## config.mk

```make
export PLATFORM = sky130hd
export DESIGN_NAME = inst_mem_loader
export DESIGN_NICKNAME = d
export VERILOG_FILES = /design/src/rtl/inst_mem_loader_pkg.sv /design/src/rtl/inst_mem_loader_byte_word_assembler.sv /design/src/rtl/inst_mem_loader.sv
export SDC_FILE = /design/constraint.sdc
export NUM_CORES = 1
export LEC_CHECK = 0
export BUFFER_PORTS_ARGS = -buffer_cell sky130_fd_sc_hd__buf_2
export CORE_MARGIN = 4
export CORE_UTILIZATION = 58
export CTS_CLUSTER_DIAMETER = 150
export DETAILED_ROUTE_END_ITERATION = 12
export GPL_TIMING_DRIVEN = 0
export MAX_ROUTING_LAYER = met4
export PLACE_DENSITY_LB_ADDON = 0.2
export SLEW_MARGIN = 20
export SYNTH_ARGS = -nofsm -noshare
export SYNTH_HDL_FRONTEND = slang
export SYNTH_SLANG_ARGS = --single-unit
```

## constraint.sdc

```tcl
create_clock -name i_clk -period 3 [get_ports i_clk]
set_input_delay 0.6 -clock i_clk [delete_from_list [all_inputs] [get_ports i_clk]]
set_output_delay 0.6 -clock i_clk [all_outputs]
set_load 0.05 [all_outputs]
```

## src/rtl/inst_mem_loader_pkg.sv

```systemverilog
// rtl/inst_mem_loader_pkg.sv - shared constants and FSM encoding for the program loader
package inst_mem_loader_pkg;

  localparam int          BYTES_PER_WORD    = 4;
  localparam logic [31:0] HALT_WORD_DEFAULT = 32'hFFFF_FFFF;

  typedef enum logic [2:0] {
    ST_IDLE  = 3'd0,
    ST_RECV  = 3'd1,
    ST_WRITE = 3'd2,
    ST_DONE  = 3'd3,
    ST_ERROR = 3'd4
  } state_t;

endpackage

```

## src/rtl/inst_mem_loader_byte_word_assembler.sv

```systemverilog
// rtl/inst_mem_loader_byte_word_assembler.sv - shifts bytes MSB-first into a word
// o_full flags the load that completes a word; o_word_next is the word including that byte.
module inst_mem_loader_byte_word_assembler
  import inst_mem_loader_pkg::*;
(
  input  logic                          i_clk,
  input  logic                          i_rst,
  input  logic                          i_clear,
  input  logic                          i_load,
  input  logic [7:0]                    i_byte,
  output logic [8*BYTES_PER_WORD-1:0]   o_word_next,
  output logic                          o_full
);

  localparam int WORDW = 8 * BYTES_PER_WORD;
  localparam int CNTW  = $clog2(BYTES_PER_WORD);

  logic [WORDW-1:0] word_q, word_d;
  logic [CNTW-1:0]  cnt_q, cnt_d;

  assign o_word_next = {word_q[WORDW-9:0], i_byte};
  assign o_full      = i_load && !i_clear && (cnt_q == CNTW'(BYTES_PER_WORD - 1));

  // The counter wraps to zero on the completing byte, so no explicit reset is needed per word.
  always_comb begin
    word_d = word_q;
    cnt_d  = cnt_q;
    if (i_clear) begin
      word_d = '0;
      cnt_d  = '0;
    end else if (i_load) begin
      word_d = o_word_next;
      cnt_d  = cnt_q + 1'b1;
    end
  end

  always_ff @(posedge i_clk or negedge i_rst) begin
    if (!i_rst) begin
      word_q <= '0;
      cnt_q  <= '0;
    end else begin
      word_q <= word_d;
      cnt_q  <= cnt_d;
    end
  end

endmodule

```

## src/rtl/inst_mem_loader.sv

```systemverilog
// rtl/inst_mem_loader.sv - loads a byte stream into instruction memory until the halt word
// i_start restarts a load from any state and outranks a byte or a pending write.
module inst_mem_loader
  import inst_mem_loader_pkg::*;
#(
  parameter int               NBITS     = 32,
  parameter int               MEM_DEPTH = 256,
  parameter logic [NBITS-1:0] HALT_WORD = NBITS'(HALT_WORD_DEFAULT)
) (
  input  logic             i_clk,
  input  logic             i_rst,
  input  logic             i_start,
  input  logic [7:0]       i_byte,
  input  logic             i_byte_valid,
  output logic             o_byte_ready,
  output logic             o_wr_en,
  output logic [NBITS-1:0] o_wr_addr,
  output logic [NBITS-1:0] o_wr_data,
  output logic             o_busy,
  output logic             o_done,
  output logic             o_overflow
);

  localparam int IDXW = $clog2(MEM_DEPTH);

  state_t           state_q, state_d;
  logic [IDXW-1:0]  idx_q, idx_d;
  logic             wr_en_q, wr_en_d;
  logic [NBITS-1:0] addr_q, addr_d;
  logic [NBITS-1:0] data_q, data_d;
  logic             busy_q, busy_d;
  logic             done_q, done_d;
  logic             ovf_q, ovf_d;

  logic                        asm_full;
  logic [8*BYTES_PER_WORD-1:0] asm_word_next;

  assign o_byte_ready = (state_q == ST_RECV);

  inst_mem_loader_byte_word_assembler u_asm (
    .i_clk       (i_clk),
    .i_rst       (i_rst),
    .i_clear     (i_start),
    .i_load      (i_byte_valid && o_byte_ready),
    .i_byte      (i_byte),
    .o_word_next (asm_word_next),
    .o_full      (asm_full)
  );

  always_comb begin
    state_d = state_q;
    idx_d   = idx_q;
    wr_en_d = 1'b0;
    addr_d  = addr_q;
    data_d  = data_q;
    done_d  = done_q;
    ovf_d   = ovf_q;
    if (i_start) begin
      state_d = ST_RECV;
      idx_d   = '0;
      done_d  = 1'b0;
      ovf_d   = 1'b0;
    end else begin
      case (state_q)
        ST_RECV: begin
          if (asm_full) begin
            data_d  = NBITS'(asm_word_next);
            addr_d  = NBITS'({idx_q, 2'b00});
            wr_en_d = 1'b1;
            state_d = ST_WRITE;
          end
        end
        ST_WRITE: begin
          // Halt wins over a full memory so a halt in the last slot still finishes cleanly.
          if (data_q == HALT_WORD) begin
            state_d = ST_DONE;
            done_d  = 1'b1;
          end else if (idx_q == IDXW'(MEM_DEPTH - 1)) begin
            state_d = ST_ERROR;
            ovf_d   = 1'b1;
          end else begin
            idx_d   = idx_q + 1'b1;
            state_d = ST_RECV;
          end
        end
        default: state_d = state_q;
      endcase
    end
    busy_d = (state_d == ST_RECV) || (state_d == ST_WRITE);
  end

  always_ff @(posedge i_clk or negedge i_rst) begin
    if (!i_rst) begin
      state_q <= ST_IDLE;
      idx_q   <= '0;
      wr_en_q <= 1'b0;
      addr_q  <= '0;
      data_q  <= '0;
      busy_q  <= 1'b0;
      done_q  <= 1'b0;
      ovf_q   <= 1'b0;
    end else begin
      state_q <= state_d;
      idx_q   <= idx_d;
      wr_en_q <= wr_en_d;
      addr_q  <= addr_d;
      data_q  <= data_d;
      busy_q  <= busy_d;
      done_q  <= done_d;
      ovf_q   <= ovf_d;
    end
  end

  assign o_wr_en    = wr_en_q;
  assign o_wr_addr  = addr_q;
  assign o_wr_data  = data_q;
  assign o_busy     = busy_q;
  assign o_done     = done_q;
  assign o_overflow = ovf_q;

endmodule

```

==> run summary <==
Outcome -> complete, no violations
Compound-cell area share of the yosys netlist -> 0.0612
Initial antenna violation count -> 0
Post-CTS Setup Bufs -> 0
Clock Sink Count -> 81
First-pass DRT Iterations -> 4
Synth warn -> 0
Multi-input combinational cell area -> 0.00134 sq mm
Drt drc -> 0
Element type at the critical path start -> register
WS Path Type -> reg -> out
Synth area leader -> dfrtp_1
Clock transition at path regs -> 0.08 ns
Final period util -> 0.681
Slowest CP cell -> dfrtp_1
P_int -> 1.64 mW
Required time worst endpoint -> 2.40 ns
Seq/Total Area, Yosys -> 0.567
Syn Inst Count -> 393
Leakage power -> 2.36 nW
Flip-flop and latch area -> 0.00203 sq mm
CTS Hold Bufs -> 0
Gate power share -> 0.151
Clk Latency, worst-skew pair -> 0.35 ns
CP endpoint kind -> primary output
Worst Skew -> 0.00817 ns
Commonest non-fill, non-tap cell in the layout -> nand2_1
Sequential power share -> 0.499
Antenna viol nets, final -> 0
Drt total wl -> 7880 microns
RD Place Congestion -> 0.851
Hold Path Class -> in -> async
Placeable core area -> 0.00596 sq mm
Post-Synthesis Cell Area -> 0.00358 sq mm
XOR/XNOR share of the synthesized area -> 0.00245
Setup TNS Final -> 0 ns
Crit path time final -> 2.04 ns
Initial drt markers -> 247
VDD IR max -> 396 uV
Post-route cell area -> 0.00427 sq mm
Slowest stage delay, CP -> 0.44 ns
Final Hold Viols -> 0
FILL cells -> 493
Die W -> 86.5 microns
Synth area leaders -> dfrtp_1, nand2_1, buf_4
H-tree Lvls -> 3
RSZ-0062 raised after global routing -> false
Placed cell area -> 0.00407 sq mm
Net Sw Power -> 0.696 mW
RR Endpoint -> o_busy
Cts bufs inserted -> 9
Post-Synth Adder-Cell Area -> 0.00700
Port Buf Inserts -> 56
Number of diodes -> 0
Final std cells w/o fill -> 564
End point of the critical path -> o_byte_ready
Reg-to-reg slack, setup -> 1.07 ns
Synth Area per Inst -> 9.10 sq um
Reg2reg path depth -> 6
Total global routing overflow -> 0
Vias in the first global route -> 2934
Pin count of the biggest net entering global routing -> 54
Most frequent cells in the layout -> nand2_1, dfrtp_1, buf_2, buf_4, a21oi_1
CP Launch Point -> state_q[2]
Switch share -> 0.298
Nets@finish -> 498
Layout cells sized above 1 -> 0.231
Maxcap violations -> 0
Pwr per Cell Area -> 548 mW/mm^2
Global-route wire length before repair -> 13300 microns
Post-CTS sizing -> 0
Area Overhead vs Synth -> 19.5%
Highest achievable clock rate -> 489 MHz
Vias -> 2909
Routed WL per cell -> 14.0 microns
Post-Synth Simple-Gate Area -> 0.265
Max Slew Vio Count -> 0
Main combinational cell family by area after synthesis -> simple AND/OR/NAND/NOR gates
Post-synth top flop -> dfrtp_1
Clock share of power -> 0.350
WP data arrival -> 1.44 ns
Hpwl dp -> 5670 microns
Setup violations, final -> 0
Die area -> 0.00749 sq mm
Register bit count reported by yosys -> 81
Max-slew headroom -> 0.658
CTS tree -> done
EDFF count, synth -> 0
Netlist cell types -> 36
Clock root buffer -> clkbuf_8
Num rows -> 28
Crit Path Max Fanout -> 4
Cells after DPL -> 548
Initial Utilization -> 0.600
Die height -> 86.5 microns
Drt via density -> 5.16
GRT Total Usage -> 0.236
IO Pins -> 81
Clk buf depth -> 2
Yosys top cell area share -> 0.567
Worst r2r src -> o_wr_data[2]
Async S/R FF share, synth -> 1.00
Mux contribution to synthesized area -> 0.0122
Slew @ Worst Pin -> 0.513 ns
Worst path cell trace -> nor3b_2 > buf_2
-- area by class of cell --
class,count,area share
flip-flops and latches,81,0.475
clock buffers,11,0.0354
repair buffers,57,0.0726
plain buffers,44,0.0677
inverters,3,0.00264
clock inverters,5,0.0126
well taps,75,0.0220
multi-input cells,288,0.313
-- through the flow --
stage | total power, mW | setup WS (ns) | utilization | hold WS (ns)
6_report | 2.34 | 0.957 | 0.717 | 0.166
5_1_grt | 2.44 | 0.860 | 0.717 | 0.181
4_1_cts | 2.35 | 0.959 | 0.717 | 0.175
3_5_place_dp | 1.54 | 0.953 | 0.683 | 0.456
3_3_place_gp | 1.53 | 0.767 | 0.678 | 0.452
2_1_floorplan | 1.45 | 0.903 | - | 0.304
-- state kept, by name, indices dropped and copies added (netlist names) --
name          cells
u_asm.cnt_q       2
o_wr_en           1
o_overflow        1
o_busy            1
o_wr_data        32
o_wr_addr         8
state_q           3
o_done            1
idx_q             8
u_asm.word_q     24
-- cell families (layout without fill, tap and decap cells) --
family | after synthesis | count (layout)
and+or+nand+nor | 218 | 218
DFF | 81 | 81
buffers and inverters | 47 | 120
AOI/OAI and AO/OA | 39 | 39
muxes | 4 | 4
adders and majority gates | 2 | 2
other | 1 | 24
xor gates and xnor gates | 1 | 1
-- how the worst min path moves through the flow --
| stage | startpoint | to | slack (ns) | depth (start not counted) |
|---|---|---|---|---|
| final | i_rst | o_wr_data[27] | 0.17 | 1 |
| after global routing | i_rst | o_wr_addr[5] | 0.18 | 1 |
| after CTS | i_rst | o_wr_data[20] | 0.18 | 1 |
| after detailed placement | u_asm.word_q[23] | o_wr_data[31] | 0.46 | 2 |
| after global placement | u_asm.word_q[23] | o_wr_data[31] | 0.45 | 2 |
| after floorplan | i_rst | idx_q[0] | 0.30 | 0 |
-- synth_stat cells, types with 2 or more instances --
cell	number
a21oi_1	31
and3_1	2
buf_2	3
buf_4	30
clkbuf_1	10
dfrtp_1	81
ha_1	2
inv_1	2
mux2_1	3
nand2_1	173
nand2b_1	5
nand3_1	3
nand4_1	8
nor2_1	8
nor2b_1	3
nor4_1	2
o31ai_1	5
or4_1	4
-- power groups by stage --
stage	registers, mW	logic [mW]	clock network, mW
global placement	1.19	0.342	0
CTS	1.17	0.354	0.826
floorplan	1.29	0.157	0
detailed placement	1.19	0.353	0
finish	1.17	0.353	0.818
global route	1.18	0.380	0.888
-- worst max-delay path: cells and delay by family (launching register included) --
kind	cells	cell delay, ns
buffers and inverters	1	0.33
AND/OR/NAND/NOR	1	0.32
flip-flops	1	0.44
-- routing by layer --
layer / share of wire / track usage / vias to the layer above
li1: - / - / 1404
met1: 0.45 / 0.320 / 1389
met2: 0.47 / 0.360 / 107
met3: 0.072 / 0.0551 / 9
met4: 0.013 / 0.0666 / 0
met5: 0 / - / -
Power figures use the tool's default switching activity.
